==> src/rtl/btn_debounce_if.sv <==
// Button conditioner bus: raw pins in, conditioned level/pulse/long flags out.
//   raw   : asynchronous button pins, 1 = pressed (driven by the board side)
//   level : debounced button state
//   down  : one-cycle pulse on accepted press
//   up    : one-cycle pulse on accepted release
//   long  : high while held for at least the long-press time
// master = board/core side, slave = the debouncer.
interface btn_debounce_if #(
  parameter int unsigned NBTN = 5
);
  logic [NBTN-1:0] raw;
  logic [NBTN-1:0] level;
  logic [NBTN-1:0] down;
  logic [NBTN-1:0] up;
  logic [NBTN-1:0] long;

  modport master (output raw, input level, down, up, long);
  modport slave  (input raw, output level, down, up, long);
endinterface

==> src/rtl/btn_debounce.sv <==
// Multi-channel push-button conditioner. Each channel synchronises its raw
// pin through two flops, accepts a new level only after DEBOUNCE_CYC
// consecutive differing synchronised samples, emits one-cycle press/release
// pulses, and raises a long-press flag after LONG_CYC cycles of accepted high.
// Ports:
//   clk : single clock domain (40 MHz pixel clock)
//   rst : synchronous, active-high reset
//   bus : btn_debounce_if.slave (raw in; level, down, up, long out, all registered)
module btn_debounce #(
  parameter int unsigned NBTN         = 5,
  parameter int unsigned DEBOUNCE_CYC = 400000,
  parameter int unsigned DBW          = 19,
  parameter int unsigned LONG_CYC     = 20000000,
  parameter int unsigned LGW          = 25
) (
  input  logic           clk,
  input  logic           rst,
  btn_debounce_if.slave  bus
);

  localparam logic [DBW-1:0] DB_LAST = DBW'(DEBOUNCE_CYC - 1);
  localparam logic [LGW-1:0] LG_LAST = LGW'(LONG_CYC - 1);

  // Registered per-channel state
  logic [NBTN-1:0] s1;
  logic [NBTN-1:0] s;
  logic [NBTN-1:0] level_r;
  logic [NBTN-1:0] down_r;
  logic [NBTN-1:0] up_r;
  logic [NBTN-1:0] long_r;
  logic [DBW-1:0]  dcnt [NBTN];
  logic [LGW-1:0]  hcnt [NBTN];

  // Next-state values
  logic [NBTN-1:0] level_n;
  logic [NBTN-1:0] down_n;
  logic [NBTN-1:0] up_n;
  logic [NBTN-1:0] long_n;
  logic [DBW-1:0]  dcnt_n [NBTN];
  logic [LGW-1:0]  hcnt_n [NBTN];

  // Debounce, edge pulses and long-press hold counter for every channel
  always_comb begin
    level_n = level_r;
    down_n  = '0;
    up_n    = '0;
    long_n  = long_r;
    dcnt_n  = dcnt;
    hcnt_n  = hcnt;
    for (int unsigned i = 0; i < NBTN; i++) begin
      // Count consecutive cycles the synchronised pin disagrees with level;
      // any agreement restarts the count.
      if (s[i] != level_r[i]) begin
        if (dcnt[i] == DB_LAST) begin
          level_n[i] = s[i];
          dcnt_n[i]  = '0;
          down_n[i]  = s[i];
          up_n[i]    = ~s[i];
        end else begin
          dcnt_n[i] = dcnt[i] + DBW'(1);
        end
      end else begin
        dcnt_n[i] = '0;
      end

      // Hold counter saturates at LONG_CYC-1; an accepted release clears it
      // together with long on the same edge as the up pulse.
      if (level_r[i]) begin
        if (hcnt[i] == LG_LAST) begin
          long_n[i] = 1'b1;
        end else begin
          hcnt_n[i] = hcnt[i] + LGW'(1);
        end
        if (up_n[i]) begin
          hcnt_n[i] = '0;
          long_n[i] = 1'b0;
        end
      end else begin
        hcnt_n[i] = '0;
      end
    end
  end

  // State registers
  always_ff @(posedge clk) begin
    if (rst) begin
      s1      <= '0;
      s       <= '0;
      level_r <= '0;
      down_r  <= '0;
      up_r    <= '0;
      long_r  <= '0;
      for (int unsigned i = 0; i < NBTN; i++) begin
        dcnt[i] <= '0;
        hcnt[i] <= '0;
      end
    end else begin
      s1      <= bus.raw;
      s       <= s1;
      level_r <= level_n;
      down_r  <= down_n;
      up_r    <= up_n;
      long_r  <= long_n;
      for (int unsigned i = 0; i < NBTN; i++) begin
        dcnt[i] <= dcnt_n[i];
        hcnt[i] <= hcnt_n[i];
      end
    end
  end

  assign bus.level = level_r;
  assign bus.down  = down_r;
  assign bus.up    = up_r;
  assign bus.long  = long_r;

endmodule

==> src/flat_wrapper.sv <==
// flat-port wrapper written by rule: the top's interface ports become plain ports
module btn_debounce_flat 
#(
  parameter int unsigned NBTN         = 5,
  parameter int unsigned DEBOUNCE_CYC = 400000,
  parameter int unsigned DBW          = 19,
  parameter int unsigned LONG_CYC     = 20000000,
  parameter int unsigned LGW          = 25
)
  (clk, rst, bus_raw, bus_level, bus_down, bus_up, bus_long);
  btn_debounce_if #(.NBTN(NBTN)) bus_i ();
  input  logic clk;
  input  logic rst;
  input wire logic [$bits(bus_i.raw)-1:0] bus_raw;
  output wire logic [$bits(bus_i.level)-1:0] bus_level;
  output wire logic [$bits(bus_i.down)-1:0] bus_down;
  output wire logic [$bits(bus_i.up)-1:0] bus_up;
  output wire logic [$bits(bus_i.long)-1:0] bus_long;
  assign bus_i.raw = bus_raw;
  assign bus_level = bus_i.level;
  assign bus_down = bus_i.down;
  assign bus_up = bus_i.up;
  assign bus_long = bus_i.long;
  btn_debounce #(.NBTN(NBTN), .DEBOUNCE_CYC(DEBOUNCE_CYC), .DBW(DBW), .LONG_CYC(LONG_CYC), .LGW(LGW)) u_core (.clk(clk), .rst(rst), .bus(bus_i));
endmodule
==> config.mk <==
export PLATFORM = sky130hd
export DESIGN_NAME = btn_debounce_flat
export DESIGN_NICKNAME = d
export VERILOG_FILES = /design/src/rtl/btn_debounce_if.sv /design/src/rtl/btn_debounce.sv /design/src/flat_wrapper.sv
export SDC_FILE = /design/constraint.sdc
export NUM_CORES = 1
export LEC_CHECK = 0
export BUFFER_PORTS_ARGS = -buffer_cell sky130_fd_sc_hd__buf_2
export CAP_MARGIN = 15
export CORE_ASPECT_RATIO = 1.75
export CORE_UTILIZATION = 30
export CTS_CLUSTER_DIAMETER = 120
export DETAILED_ROUTE_END_ITERATION = 6
export SYNTH_ARGS = -nofsm -noshare
export SYNTH_HDL_FRONTEND = slang
export SYNTH_SLANG_ARGS = --single-unit
==> constraint.sdc <==
create_clock -name clk -period 4.6 [get_ports clk]
set_input_delay 0.23 -clock clk [delete_from_list [all_inputs] [get_ports clk]]
set_output_delay 0.23 -clock clk [all_outputs]
set_load 0.03 [all_outputs]
# == Yosys cells after proc, flatten, opt, wreduce, memory -nomap -nowiden ==
# Cells that the tools add are included.
# op_classes
n_mux,20
n_bitwise,20
n_eq_ne,15
addsub,10
reduce_logical,30
# ops
op,count
25-bit by 1-bit adder with 25-bit output (second input constant),5
25-bit == test (second input constant),5
19-bit by 1-bit adder with 19-bit output (second input constant),5
19-bit == test (second input constant),5
3-bit OR reduction,15
1-bit two-way mux,20
1-bit inverter,20
2-bit AND reduction,10
2-bit nonzero test,5
1-bit != test,5
# word_totals
wordCells,123
out_inout_bits,20
input_bits,7
regBits,250

# == Logic depth before layout (Yosys ltp) ==
# logic_depth
depth_word,5
ltp_mapped,8
ltp_nobuf,6

# == Worst setup path before layout ==
# Ideal clock, no wire load.
# synth_path
path_type,reg-to-reg
start,register u_core.dcnt[0] (netlist name)
end,register u_core.hcnt[10] (netlist name)
setup_ns,0.117
slack_ns,2.659
arrival_time_ns,1.824
stages_incl_launch_ff,8
path_cell_list,dfxtp_1 ha_1 and3_1 nand4_1 or3_1 nand3b_2 buf_2 nor2_1
# synth_via
elab_chain_cells,4
# synth_rtl
element,line,text
start: declaration,btn_debounce.sv:31,logic [DBW-1:0] dcnt [NBTN];
start signal: indexed assignment,btn_debounce.sv:105,dcnt[i] <= dcnt_n[i];
19-bit == test,btn_debounce.sv:54,if (dcnt[i] == DB_LAST) begin
1-bit two-way mux,btn_debounce.sv:54,
1-bit two-way mux,btn_debounce.sv:53,if (s[i] != level_r[i]) begin
3-bit OR reduction (no source line),--,
end signal: indexed assignment,btn_debounce.sv:106,hcnt[i] <= hcnt_n[i];
end: declaration,btn_debounce.sv:32,logic [LGW-1:0] hcnt [NBTN];
# No other way between the ends.
# A chain may end at the register's enable or synchronous reset.

# == Worst setup path after layout ==
# layout_path
start,register u_core.dcnt[19] (netlist name)
end,register u_core.hcnt[33] (netlist name)
# The elaborated chain is that of the path after synthesis.

==> flow_metrics.py <==
metrics = {
    "floorplan": {
        "dieArea_sq_um": 37400,
        "core_area_sq_um": 36000,
        "ioPinCount": 27,
        "rows": 92,
        "start_util_pct": 30.5,
        "die_h_um": 255,
        "die_width_um": 147,
    },
    "clock_network": {
        "cts_tree": "yes",
        "ctsRootBufferMaster": "clkbuf_16",
        "clk_latency_ps": 540,
        "cts_resized": 0,
        "path_clk_slew_ps": 60,
        "cts_setup_buffers": 0,
        "htreeDepth": 1,
        "cts_buffers": 26,
        "postCtsHoldBufs": 5,
        "cts.sinks": 250,
        "cts_buffer_depth": 3,
    },
    "logic_synthesis": {
        "ys.flop_type": "dfxtp_1",
        "synth_seq_cells": 250,
        "ys_async_sr_fraction_pct": 0,
        "synth.largest_area_cell": "dfxtp_1",
        "yosys-top-cells-area": "dfxtp_1 (46%), xor2_1 (9.2%), nor2_1 (8.7%)",
        "syn_nets": 1264,
        "syn_area_per_cell_sq_um": 8.82,
        "syn_inst": 1247,
        "synth.top_cell.area_share_pct": 45.5,
        "ys_seq_area_share_pct": 45.5,
        "synth_enable_flop_cells": 0,
        "syn_area_sq_um": 11000,
        "yosysWarnings": 0,
        "yosysUniqueCellTypes": 60,
    },
    "setup_path": {
        "crit_path_end_kind": "flip-flop",
        "rr_worst_depth": 6,
        "cp-start-kind": "flip-flop",
        "reg2reg_from": "u_core.dcnt[19]$_SDFF_PP0_",
        "worstPathMaxFanout": 25,
        "worstPathArrival_ps": 3160,
        "cp.required_ps": 5030,
        "r2r_slack_ps": 1870,
        "worstSetupPathType": "reg2reg",
        "rr_endpoint": "u_core.hcnt[33]$_SDFFE_PP0P_",
    },
    "layout": {
        "finalNonFillerCells": 1762,
        "diodes": 0,
        "areaGrowthSynthToFinish_pct": 13.2,
        "drive_above_1_share_pct": 7.12,
        "final_net_count": 1293,
    },
    "grt": {
        "busiest_layer": "met2",
        "first_global_vias": 8227,
        "grt_pass1_wl_um": 37100,
        "overflow": 0,
        "grtUsageMet2_pct": 22.5,
        "grt_util_met3_pct": 1.69,
        "grt_max_degree": 40,
        "use_met1_pct": 12.2,
        "track_usage_pct": 11.6,
        "antenna_found_initial": 0,
    },
    "timing": {
        "setup_viol": 0,
        "tns_ps": 0,
        "max_slew_margin_pct": 24.0,
        "fin_crit_ps": 2730,
        "report.final.slew_viol_count": 0,
        "tightest_slew_ps": 1130,
        "rsz0062_at_grt": "no",
        "fmax_ghz": 0.366,
        "finalCritPeriodShare_pct": 59.4,
        "skew_ps": 9.86,
        "hold_viol_final": 0,
    },
    "drt": {
        "wl_um": 21400,
        "firstDrtPassIters": 4,
        "postRouteAntennaNets": 0,
        "vias_per_cell": 4.81,
        "routedWlPerCell_um": 12.1,
        "drt_iter0_markers": 282,
        "via_count": 8474,
        "drc": 0,
    },
    "pwr": {
        "p_per_area_nw_per_um2": 342,
        "power_frac_comb_pct": 0.6,
        "p_clk_share_pct": 48.2,
        "power.share.sequential_pct": 51.2,
        "switching_power_w": 0.000867,
        "p_int_w": 0.00338,
        "leakagePower_nw": 3.84,
        "ir_worst_vdd_mv": 0.306,
        "swShare_pct": 20.4,
    },
    "placement": {
        "place.gp.congestion": 0.763,
        "io_buffer_count": 26,
        "dp_hpwl_um": 14700,
        "placedCellCount": 1713,
    },
    "min_path": {
        "hold_end": "u_core.bus.level[0]$_SDFFE_PP0P_",
        "hold_start": "rst",
        "min_path_type": "in2reg",
        "hold_depth": 3,
    },
    "run": {
        "drv_cap": 0,
    },
    "status": {
        "status": "finished clean",
    },
}
-- cells in the final DEF (no fill, tap or decap), drive strengths merged, types with 4 or more instances in the layout --
cell	n
a211oi	8
mux2i	6
or2	5
nor4b	15
nor3	31
xnor2	73
nand2	89
or3	13
buf	27
nand3	73
clkbuf	38
nor4	28
and2	6
and3	21
dlygate4sd3	5
nand4	65
clkinv	4
nor2b	14
a21oi	31
nor4bb	6
ha	10
o21ai	14
inv	14
or4b	4
dfxtp	250
nor2	254
and4	22
nand2b	9
o31ai	5
xor2	115
or4	7
-- Yosys cell counts (all sizes together), types with 4 or more instances --
master and count:
xnor2 73, clkbuf 10, nand4 65, and3 21, nor3 31, nor2 254
xor2 115, and4 22, inv 14, o21ai 14, nor2b 14, or4 7
ha 10, nand3 73, or2 5, mux2i 6, nor4bb 6, a21oi 31
and2 6, dfxtp 250, nand2b 9, nor4b 15, nand2 89, or3 13
a211oi 8, buf 21, o31ai 5, or4b 4, nor4 28
-- cell type report --
class | instances | area [sq um]
Inverter | 14 | 52.6
Timing Repair Buffer | 32 | 188
Tap cell | 470 | 588
Multi-Input combinational cell | 952 | 5780
Fill cell | 3735 | 23600
Sequential cell | 250 | 5000
Clock inverter | 6 | 57.6
Clock buffer | 38 | 767
-- registers in the layout, indices dropped and copies added, names as in the netlist --
name              cells
u_core.bus.long       5
u_core.s              5
u_core.s1             5
u_core.dcnt          95
u_core.bus.up         5
u_core.hcnt         125
u_core.bus.level      5
u_core.bus.down       5
-- power by group through the flow --
stage               Sequential (W)  Clock (W)  Combinational, W
floorplan                  0.00222          0         0.0000167
global placement           0.00222          0         0.0000236
detailed placement         0.00222          0         0.0000239
CTS                        0.00217    0.00213         0.0000272
global route               0.00217    0.00220         0.0000298
finish                     0.00218    0.00205         0.0000264
-- cell families (layout without fill, tap and decap cells) --
kind of cell,count (synthesis),count (layout),share of synthesized area (%)
buffers and inverters,45,90,1.88
and+or+nand+nor,677,677,31.9
AOI/OAI and AO/OA,71,71,4.01
DFF,250,250,45.5
muxes,6,6,0.546
xor gates and xnor gates,188,188,15.0
adders and majority gates,10,10,1.14
-- per-layer routing --
layer | wire length, um | vias to the layer above
met1 | 9190 | 4003
met4 | 567 | 0
met3 | 576 | 33
met2 | 11000 | 72
li1 | - | 4366
met5 | 0 | -
-- worst max-delay path by stage --
stage                                          start                            to  slack (ps)
after floorplan            u_core.dcnt[0]$_SDFF_PP0_  u_core.hcnt[10]$_SDFFE_PP0P_        2660
after global placement    u_core.dcnt[19]$_SDFF_PP0_  u_core.hcnt[33]$_SDFFE_PP0P_        1910
after detailed placement  u_core.dcnt[19]$_SDFF_PP0_  u_core.hcnt[33]$_SDFFE_PP0P_        1880
after CTS                 u_core.dcnt[19]$_SDFF_PP0_  u_core.hcnt[33]$_SDFFE_PP0P_        1840
after global routing      u_core.dcnt[19]$_SDFF_PP0_  u_core.hcnt[33]$_SDFFE_PP0P_        1540
final                     u_core.dcnt[19]$_SDFF_PP0_  u_core.hcnt[33]$_SDFFE_PP0P_        1870
-- through the flow --
step	worst slack (ps)	area, sq um	hold slack [ps]	utilization (%)	total power [W]
after global routing	1540	12400	273	34.5	0.00440
after detailed placement	1880	11600	445	32.1	0.00225
after global placement	1910	11600	422	32.1	0.00225
final	1870	12400	239	34.5	0.00425
after CTS	1840	12400	221	34.5	0.00433
after floorplan	2660	11000	358	-	0.00224
-- critical path, cell delays in order, from the launching register on --
cell and delay [ps]:
dfxtp_1 370, ha_1 230, nand4_1 140, nor2_1 400, nand4_1 370, o21ai_2 860, o21ba_2 260
Note: power is estimated with default switching activity, not from simulation.
